--- src/rtl/time_display.sv ---
// Six-digit HH:MM:SS multiplexed 7-segment driver with a double-dabble BCD converter.
// Optional macro LEADING_ZERO_BLANK_EN blanks a zero hour-tens digit.
module time_display #(
  parameter int unsigned SCAN_DIV = 50000
) (
  input  logic       clk,
  input  logic       reset_n,
  input  logic [4:0] hour,
  input  logic [5:0] min,
  input  logic [5:0] sec,
  input  logic       load,
  output logic       busy,
  output logic [6:0] seg,
  output logic       dp,
  output logic [5:0] dig_sel
);

  localparam int unsigned PW      = (SCAN_DIV > 1) ? $clog2(SCAN_DIV) : 1;
  localparam int unsigned IN_W    = 6;
  localparam int unsigned BCD_W   = 8;
  localparam int unsigned STEP_W  = IN_W + BCD_W;
  localparam int unsigned N_ITER  = 6;

  typedef enum logic [1:0] {IDLE, CONV, COMMIT} state_e;

  state_e state_q, state_d;
  logic   capture_c, shift_c, commit_c;
  logic   busy_q;

  logic [2:0][IN_W-1:0]   sh_q;
  logic [2:0][BCD_W-1:0]  bcd_q;
  logic [2:0][STEP_W-1:0] step_c;
  logic [2:0]             cnt_q;
  logic [5:0][3:0]        dig_q;
  logic [PW-1:0]          presc_q;
  logic [2:0]             idx_q;
  logic [3:0]             cur_c;

  // One double-dabble iteration: add 3 to any nibble >= 5, then shift left.
  function automatic logic [STEP_W-1:0] dd_step(input logic [STEP_W-1:0] v);
    logic [3:0] lo, hi;
    lo = v[9:6];
    hi = v[13:10];
    if (lo >= 4'd5) lo = lo + 4'd3;
    if (hi >= 4'd5) hi = hi + 4'd3;
    return {hi[2:0], lo, v[5:0], 1'b0};
  endfunction

  function automatic logic [6:0] seg7(input logic [3:0] d);
    case (d)
      4'd0:    return 7'h3F;
      4'd1:    return 7'h06;
      4'd2:    return 7'h5B;
      4'd3:    return 7'h4F;
      4'd4:    return 7'h66;
      4'd5:    return 7'h6D;
      4'd6:    return 7'h7D;
      4'd7:    return 7'h07;
      4'd8:    return 7'h7F;
      4'd9:    return 7'h6F;
      default: return 7'h00;
    endcase
  endfunction

  always_ff @(posedge clk or negedge reset_n) begin
    if (!reset_n) begin
      state_q <= IDLE;
      busy_q  <= 1'b0;
    end else begin
      state_q <= state_d;
      busy_q  <= (state_d != IDLE);
    end
  end

  always_comb begin
    state_d = state_q;
    case (state_q)
      IDLE:    if (load) state_d = CONV;
      CONV:    if (cnt_q == 3'(N_ITER - 1)) state_d = COMMIT;
      COMMIT:  state_d = IDLE;
      default: state_d = IDLE;
    endcase
  end

  always_comb begin
    capture_c = 1'b0;
    shift_c   = 1'b0;
    commit_c  = 1'b0;
    case (state_q)
      IDLE:    capture_c = load;
      CONV:    shift_c   = 1'b1;
      COMMIT:  commit_c  = 1'b1;
      default: ;
    endcase
  end

  always_comb begin
    for (int i = 0; i < 3; i++) step_c[i] = dd_step({bcd_q[i], sh_q[i]});
  end

  // Field order in sh_q/bcd_q: [2]=hour, [1]=minute, [0]=second.
  always_ff @(posedge clk or negedge reset_n) begin
    if (!reset_n) begin
      sh_q  <= '0;
      bcd_q <= '0;
      cnt_q <= '0;
      dig_q <= '0;
    end else if (capture_c) begin
      sh_q  <= {{1'b0, hour}, min, sec};
      bcd_q <= '0;
      cnt_q <= '0;
    end else if (shift_c) begin
      for (int i = 0; i < 3; i++) begin
        sh_q[i]  <= step_c[i][IN_W-1:0];
        bcd_q[i] <= step_c[i][STEP_W-1:IN_W];
      end
      cnt_q <= cnt_q + 3'd1;
    end else if (commit_c) begin
      dig_q <= {bcd_q[2], bcd_q[1], bcd_q[0]};
    end
  end

  // Free-running scan, independent of conversions.
  always_ff @(posedge clk or negedge reset_n) begin
    if (!reset_n) begin
      presc_q <= '0;
      idx_q   <= '0;
    end else if (presc_q == PW'(SCAN_DIV - 1)) begin
      presc_q <= '0;
      idx_q   <= (idx_q == 3'd5) ? 3'd0 : idx_q + 3'd1;
    end else begin
      presc_q <= presc_q + PW'(1);
    end
  end

  always_comb begin
    cur_c = dig_q[0];
    case (idx_q)
      3'd1:    cur_c = dig_q[1];
      3'd2:    cur_c = dig_q[2];
      3'd3:    cur_c = dig_q[3];
      3'd4:    cur_c = dig_q[4];
      3'd5:    cur_c = dig_q[5];
      default: cur_c = dig_q[0];
    endcase
    seg = seg7(cur_c);
`ifdef LEADING_ZERO_BLANK_EN
    if (idx_q == 3'd5 && cur_c == 4'd0) seg = 7'h00;
`else
`endif
  end

  assign busy    = busy_q;
  assign dig_sel = 6'b000001 << idx_q;
  assign dp      = (idx_q == 3'd4) || (idx_q == 3'd2);

endmodule

--- config.mk ---
export PLATFORM = sky130hd
export DESIGN_NAME = time_display
export DESIGN_NICKNAME = d
export VERILOG_FILES = /design/src/rtl/time_display.sv
export SDC_FILE = /design/constraint.sdc
export NUM_CORES = 1
export LEC_CHECK = 0
export CAP_MARGIN = 20
export CORE_MARGIN = 2
export CORE_UTILIZATION = 45
export DETAILED_ROUTE_END_ITERATION = 7
export GPL_ROUTABILITY_DRIVEN = 0
export GPL_TIMING_DRIVEN = 0
export PLACE_DENSITY = 0.62
export SLEW_MARGIN = 5
export SYNTH_ARGS = -nofsm -noshare
export SYNTH_HDL_FRONTEND = slang
export SYNTH_SLANG_ARGS = --single-unit
--- constraint.sdc ---
create_clock -name clk -period 3.7 [get_ports clk]
set_input_delay 0.74 -clock clk [delete_from_list [all_inputs] [get_ports clk]]
set_output_delay 0.74 -clock clk [all_outputs]
set_load 0.01 [all_outputs]
# Word-level counts from Yosys, hierarchy flattened
# Memory sizes are Yosys's and may differ from the RTL's.
# Index checks and enable logic that the tools add are counted.
# W data, S select, Z words.
# totals
inputBits,20
memories,1
regBits,91
elab_cells,71
mem_bits_ro,112
output_inout_bits,15
# classes
n_reduce_logical,5
magnitude_cmp,6
n_bitwise,2
shift,1
muxes,21
n_eq_ne,9
add_sub_neg,9
# mem_list
memory,depth,word_bits,rd,rd_clocked_by_memory_dff,write_ports,line_no,rtl
(no name shown),16,7,1,0,0,50,case (d)
# ops
operator,n
$mux W24,2
$mux W18,2
$ge A4 B3 Y1 const B,6
$pmux W4 S5,1
$mux W3,6
$add A16 B1 Y16 const B,1
$eq A16 B16 Y1 const B,1
$mux W16,1
$add A4 B2 Y4 const B,3
$mux W4,3
$add A3 B2 Y3 const B,3
$eq A3 B3 Y1 const B,3
$add A3 B1 Y3 const B,2
$eq A3 B2 Y1 const B,2
$shl A1 B3 Y6 const A,1
$mux W2,2
$pmux W2 S2,1
$reduce_bool A2 Y1,2
$eq A3 B1 Y1 const B,1
$mux W1,3
$reduce_and A3 Y1,1
$eq A2 B1 Y1 const B,1
$eq A2 B2 Y1 const B,1
$logic_not A2 Y1,1
2 further kinds,3

# Depth between registers and ports, before layout
# Gate-level depths: netlist (run 1).
# logic_depth
ltp_word,4
ltp_mapped,10
mapped_depth_nobuf,9

# Least setup slack after synthesis (run 1)
# No wires, ideal clock.
# synth_path
path_kind,register -> output
start,register idx_q[0]
end,output port seg[1]
setup_slack_ns,0.713
arrival_time_ns,2.247
required_time_ns,2.960
stages_incl_launch_ff,11
path_cell_list,dfrtp_1 > clkbuf_1 > and2_1 > ha_1 > a21o_1 > a41o_1 > inv_1 > ha_1 > inv_1 > nand2_1 > a22oi_1
# synth_via
elab_chain_len,3
elab_cells_between_ends,7
classes_between,eq/ne (5); mux (1); memory (1)
# synth_lines
element,line_no,rtl
"start, declared",36,logic [2:0] idx_q;
"start signal, assigned",130,idx_q <= (idx_q == 3'd5) ? 3'd0 : idx_q + 3'd1;
$eq A3 B3 Y1 (tied with other cells),138,case (idx_q)
$pmux W4 S5 (*),138,
$mem_v2 Z16 W7 (*),--,
"end, declared",13,"output logic [6:0] seg,"
# Every way passes the cells marked *; elsewhere a longest branch is shown, timed or not.

# Worst setup path after layout (run 1)
# layout_path
start,register idx_q[0]
end,output port seg[2]
# The elaborated chain is that of the path after synthesis.

==> results of run 1 <==
[cells in the final DEF (no fill, tap or decap), types with 3 or more instances in the layout]
cell type / count
dfrtp_1: 89
o21ai_0: 34
a21oi_1: 32
inv_1: 26
mux2_2: 26
clkdlybuf4s50_1: 26
nand2_1: 25
nor2_1: 25
nor2b_1: 22
ha_1: 22
a22oi_1: 18
clkbuf_1: 18
xnor2_1: 15
o22ai_1: 14
clkbuf_8: 10
xor2_1: 9
buf_4: 8
nand2b_1: 7
mux2i_1: 5
nand3_1: 5
o31ai_1: 5
a32o_1: 5
dlygate4sd2_1: 5
nand4_1: 4
a211oi_1: 3
and3b_1: 3
a22o_1: 3
[worst paths after layout]
kind                                 start          end  slack [ps]  cells after the start
worst max-delay path              idx_q[0]       seg[2]         110                     11
worst min-delay path               reset_n  presc_q[15]         370                      1
worst max register to register  state_q[1]    bcd_q[11]        1670                      6
worst min register to register  presc_q[0]   presc_q[0]         500                      1
max in group asynchronous          reset_n     bcd_q[9]        2670                      2
min in group clk                presc_q[0]   presc_q[0]         500                      1
[sequential cells by signal (all words and copies together), names as in the netlist]
register,cells
bcd_q,24
dig_q,24
sh_q,18
presc_q,16
cnt_q,3
idx_q,3
state_q,2
busy,1
[layout make-up]
type | count | area (um^2) | area share
sequential | 91 | 2280 | 0.4128
timing repair buffer | 41 | 409.1 | 0.07408
multi-input combinational | 317 | 2260 | 0.4092
tap | 136 | 170.2 | 0.03081
inverter | 26 | 97.59 | 0.01767
clock inverter | 6 | 65.06 | 0.01178
buffer | 23 | 103.9 | 0.01880
clock buffer | 10 | 137.6 | 0.02492
[metrics by stage]
| step | power (mW) | hold WS [ps] | cell area (um^2) | cells | setup slack (ps) |
|---|---|---|---|---|---|
| after global routing | 4.090 | 405.6 | 5523 | 650 | 1.537 |
| after global placement | 3.041 | 472.0 | 5241 | 627 | -1510 |
| final | 3.770 | 373.7 | 5523 | 650 | 109.2 |
| after floorplan | 2.592 | 444.4 | 4731 | 457 | 713.2 |
| after detailed placement | 3.107 | 485.4 | 5266 | 628 | -35.08 |
| after CTS | 3.794 | 380.7 | 5487 | 646 | 15.19 |
[logic make-up (layout without fill, tap and decap cells)]
group	count (synthesis)	in the layout
AO/OA/AOI/OAI	129	129
XOR/XNOR	24	24
adder cells (fa/ha/maj)	23	23
buffers and inverters	49	106
flip-flops	91	91
multiplexers	31	31
AND/OR/NAND/NOR	110	110
[power groups by stage]
| stage | registers [mW] | clock network (mW) | logic [mW] |
|---|---|---|---|
| 2_1_floorplan | 1.49 | 0 | 1.10 |
| 3_3_place_gp | 1.58 | 0 | 1.46 |
| 3_5_place_dp | 1.59 | 0 | 1.52 |
| 4_1_cts | 1.57 | 0.712 | 1.51 |
| 5_1_grt | 1.62 | 0.752 | 1.72 |
| 6_report | 1.57 | 0.684 | 1.51 |
[routing by layer]
| layer | wire [um] | global-route usage | vias to the layer above | part of all wire |
|---|---|---|---|---|
| met1 | 4746 | 0.2620 | 1721 | 0.48 |
| met4 | 201 | 0.08349 | 0 | 0.020 |
| met2 | 4616 | 0.3063 | 60 | 0.47 |
| li1 | - | - | 1724 | - |
| met5 | 0 | 0 | - | 0 |
| met3 | 292 | 0.03250 | 16 | 0.030 |
[timing repair]
action / in CTS / in global routing
pin swaps: 0 / 1
buffers inserted: 2 / 4
gates resized for setup: 10 / 3
setup endpoints to repair: 7 / 3
==> impl_results.md, run 1 <==
- Sequential Power Share: 0.418
- Die Area: 11350 um^2
- Mapped Area: between 4000 and 5000 um^2
- Mux share of post-synthesis cell area: 0.07247
- Worst-Skew Late Latency: between 300 and 400 ps
- Initial antenna violation count: 0
- Post-route ant nets: 0
- Largest area contributor in the netlist: dfrtp_1
- Synth Area in Compound Gates: 0.1759
- Vias in the first global route: 3453
- Synthesis-to-finish area growth: 16.74%
- Slowest CP cell: dfrtp_2
- Overall Global Routing Usage: 0.1932
- Number of buffers created by CTS: 9
- Simple-Gate Fraction of Synth Area: 0.1232
- Sink Count: 91
- Grt ovf: 0
- Share of cells above drive strength 1: 0.1342
- Power density over cell area: a little under 700 nW/um^2
- TritonCTS clock tree: yes
- Min Tclk post-route: 3591 ps
- Fin. max-slew vios: 0
- Pint: between 2 and 2.5 mW
- Relative slew slack: 0.5320
- Post-synth EDFFs: 0
- Top-count cell post-synth: dfrtp_1
- DR WL/cell: 15.17 um
- TNS Setup: 0 ps
- Top cells by count, synth: 91 x dfrtp_1, 34 x o21ai_0, 32 x a21oi_1
- CP Data Arrival Time: 2850 ps
- Crit end category: output port
- CP delay by family, top: buffers and inverters
- Detailed-route via count: 3521
- Hold Vio Cnt, Final: 0
- Fmax: approximately 0.28 GHz
- Crit Path Category: reg -> out
- Final core occ: 0.5374
- I/O pin cnt: 35
- Seq/Total Area, Yosys: 0.4814
- CP peak stage delay: ~470 ps
- Die Wd: 106.5 um
- Largest net degree at the start of global routing: 47
- Worst-path clk slew: approximately 90 ps
- RSZ-0062 raised after global routing: false
- DIE HEIGHT: about 110 um
- Most used cell, CP: buf_4
- Initial DRC Count: 102
- Residual DRC: 0
- Peak VDD IR: roughly 0.35 mV
- Clk_skew: 8.339 ps
- DR pass1 iterations: 4
- Synthesized instance count: around 460
- Hold-fix buffers, CTS: 0
- Post-synthesis register bit count: 91
- Adder-cell share of the synthesized area: 0.06083
- Clock Tree Root: clkbuf_8
- CTS HTree Levels: 3
- Slew @ Worst Pin: 697.8 ps
- Top post-synthesis cells by area: dfrtp_1 48%, mux2_2 6.2%, ha_1 6.1%, o21ai_0 3.6%, a21oi_1 3.4%
- Synth warn: 0
- Post-synth cell types: 51
- Synth async-reset ratio: 1.000
- Post-Syn Nets: 500
- Drt total wl: 9.858 mm
- Filler cells: 969
- Area share of the largest cell type after synthesis: 0.4814
- Comb pwr share: 0.401
- Total of max-cap violations: 0
- Synthesized area per cell: 10.35 um^2
- Largest family of logic cells by synthesized area: compound AO/OA/AOI/OAI gates
- Buffers added on ports: 34
- Setup violators final: 0
- Switch share: 0.3753
- CORE AREA: 10280 um^2
- P_sw: 1.415 mW
- Starting Density: 0.4603
- WP data required: 2960 ps
- Period utilization: 0.9705
- First-pass GRT wire length: 17.17 mm
- Status: finished, final reports clean
- Bufs and invs on worst path: 4
- N_diodes: 0
- Drt via density: 5.417
- Layout Nets: 552
- Leak: about 2.4 nW
- CP max FO: 10
- Ys flop type: dfrtp_1
- CTS Buffer Depth: 2
- Xor/xnor share of the synthesized area: 0.04443
- Worst-path cell chain: clkbuf_4 > and2_1 > ha_2 > a21o_1 > a41o_2 > buf_4 > buf_4 > ha_1 > a21boi_0 > o22ai_1 > dlygate4sd2_1
- DP Wirelength: between 6 and 7 mm
- Worst min path class: in -> async
- FP Rows: 37
- Clock power share: 0.181
- Setup crit start kind: register
Power figures use the tool's default switching activity.
==> run 2, diff against run 1 <==
--- a/config.mk
+++ b/config.mk
@@ -11,7 +11,7 @@
 export DETAILED_ROUTE_END_ITERATION = 7
 export GPL_ROUTABILITY_DRIVEN = 0
 export GPL_TIMING_DRIVEN = 0
-export PLACE_DENSITY = 0.62
+export PLACE_DENSITY = 0.64
 export SLEW_MARGIN = 5
 export SYNTH_ARGS = -nofsm -noshare
 export SYNTH_HDL_FRONTEND = slang
==> constraint.sdc (replaced) <==
create_clock -name clk -period 2.9 [get_ports clk]
set_input_delay 0.58 -clock clk [delete_from_list [all_inputs] [get_ports clk]]
set_output_delay 0.58 -clock clk [all_outputs]
set_load 0.01 [all_outputs]
==> impl_results.md, run 2 (synthesized netlist as in run 1, its figures left out) <==
- Busiest grt layer: met2
- Final Power: 5.099 mW
- Clk_skew: around 12 ps
- Bufs and invs on worst path: 3
- Drt via density: 5.450
- RSZ-0062 raised after global routing: true
- Largest net degree at the start of global routing: 65
- Residual DRC: 0
- Die Wd: 106.5 um
- Critical path depth: 10
- Peak VDD IR: around 0.36 mV
- Worst-path cell chain: buf_8 > and2_4 > ha_4 > a21o_1 > a41o_4 > buf_6 > ha_4 > mux2i_1 > o22ai_1 > buf_2
- Drt total wl: 10.24 mm
- CORE AREA: 10280 um^2
- Leak: between 2 and 3 nW
- R2R depth: 6
- DP Worst Slack: -652.1 ps
- Die Area: around 11000 um^2
- Vias in the first global route: around 3600
- Setup crit start kind: register
- Period utilization: 1.028
- DR pass1 iterations: 4
- Final core occ: 0.5689
- N_diodes: 0
- Post-route ant nets: 0
- Most used cell, CP: ha_4
- Starting Density: 0.4603
- GR Util met3: 0.02943
- Reg2reg setup slack: between 800 and 900 ps
- FP Rows: 37
- Relative slew slack: 0.6395
- Crit Path Category: reg -> out
- Commonest non-fill, non-tap cell in the layout: dfrtp_1
- CTS HTree Levels: 3
- Power density over cell area: 872.0 nW/um^2
- Met1 Use GR: 0.2583
- RR Startpoint: state_q[1]
- Initial DRC Count: 178
- Sink Count: between 90 and 100
- Initial antenna violation count: 0
- Detailed-route via count: 3619
- DR WL/cell: around 15 um
- CP Data Arrival Time: 2400 ps
- Worst-path clk slew: 100 ps
- Fmax: 0.3356 GHz
- CP peak stage delay: 450 ps
- Fin. max-slew vios: 0
- CP Capture Point: seg[5]
- DP Wirelength: 7.162 mm
- CTS Buffer Depth: 2
- I/O pin cnt: 35
- WP data required: 2320 ps
- Setup violators final: 7
- Min Tclk post-route: 2980 ps
- GR Layer Usage met2: 0.3164
- Number of buffers created by CTS: 9
- DIE HEIGHT: about 110 um
- Slowest CP cell: dfrtp_2
- TritonCTS clock tree: yes
- Layout Nets: 566
- CP max FO: 8
- Status: finished with violations
- TNS Setup: -405.7 ps
- Failing checks: setup timing
- Total of max-cap violations: 0
- Worst min path class: in -> async
- Clock Tree Root: clkbuf_8
- Post-route setup slack: -80.09 ps
- Buffers added on ports: 34
- First-pass GRT wire length: 17.33 mm
- Crit end category: output port
- Hold Vio Cnt, Final: 0
- CP delay by family, top: compound AO/OA/AOI/OAI gates
- Reg-to-Reg End: bcd_q[23]
- Largest regs: bcd_q (24), dig_q (24), sh_q (18)
- Filler cells: 921
- Share of cells above drive strength 1: 0.2159
- Grt ovf: 0
- Worst-Skew Late Latency: between 300 and 400 ps
- Slew @ Worst Pin: 540.8 ps
- Synthesis-to-finish area growth: 23.59%
- Overall Global Routing Usage: 0.1899
- Critical Path Start: idx_q[0]
- Most frequent cells in the layout: 89 x dfrtp_1, 34 x o21ai_0, 32 x a21oi_1
==> run 2: cell count changes in the layout (fill, tap and decap cells not counted), moves of 5 or more <==
cell | before | now
ha_1 | 22 | 17
buf_4 | 8 | 18
ha_4 | 0 | 5
buf_2 | 2 | 9
dlygate4sd2_1 | 5 | 0
inv_1 | 26 | 21
==> run 2: worst min path at each step <==
stage	from	end	depth (start not counted)
6_report	reset_n	presc_q[12]	1
5_1_grt	reset_n	presc_q[13]	1
4_1_cts	reset_n	presc_q[12]	1
3_5_place_dp	sh_q[17]	bcd_q[16]	2
3_3_place_gp	sh_q[17]	bcd_q[16]	2
2_1_floorplan	reset_n	bcd_q[0]	0
==> run 2: repair_timing <==
| item | in CTS | in global routing |
|---|---|---|
| hold buffers | 0 | 0 |
| cloned | 0 | 1 |
| endpoints found under the setup margin | 7 | 7 |
| pin swaps | 12 | 14 |
| gates resized for setup | 57 | 21 |
| setup buffers | 17 | 3 |
==> run 2: final cells by class <==
cell class                      instances  area (um^2)  area share
Buffer                                 22        110.1     0.01883
Clock buffer                            9        123.9     0.02119
Clock inverter                          7        123.9     0.02119
Inverter                               26        102.6     0.01755
Multi-Input combinational cell        317         2440      0.4173
Sequential cell                        91         2280      0.3899
Tap cell                              136        170.2     0.02910
Timing Repair Buffer                   56        496.7     0.08496
==> run 2: stage by stage <==
step | cells | hold WS [ps] | instance area, um^2
floorplan | 457 | 284.4 | 4731
global placement | 627 | 472.9 | 5241
detailed placement | 628 | 486.3 | 5266
CTS | 660 | 139.9 | 5719
global route | 664 | 150.0 | 5847
finish | 664 | 138.8 | 5847
==> run 2: where the power goes <==
group,internal (mW),leakage (nW),switching (mW)
Sequential,1.67,1.19,0.348
Combinational,0.958,1.24,1.07
Clock,0.581,0.120,0.476
==> run 2: layer usage <==
metal,part of all wire,vias up
met4,0.012,0
li1,-,1749
met5,0,-
met1,0.47,1782
met3,0.032,14
met2,0.49,74
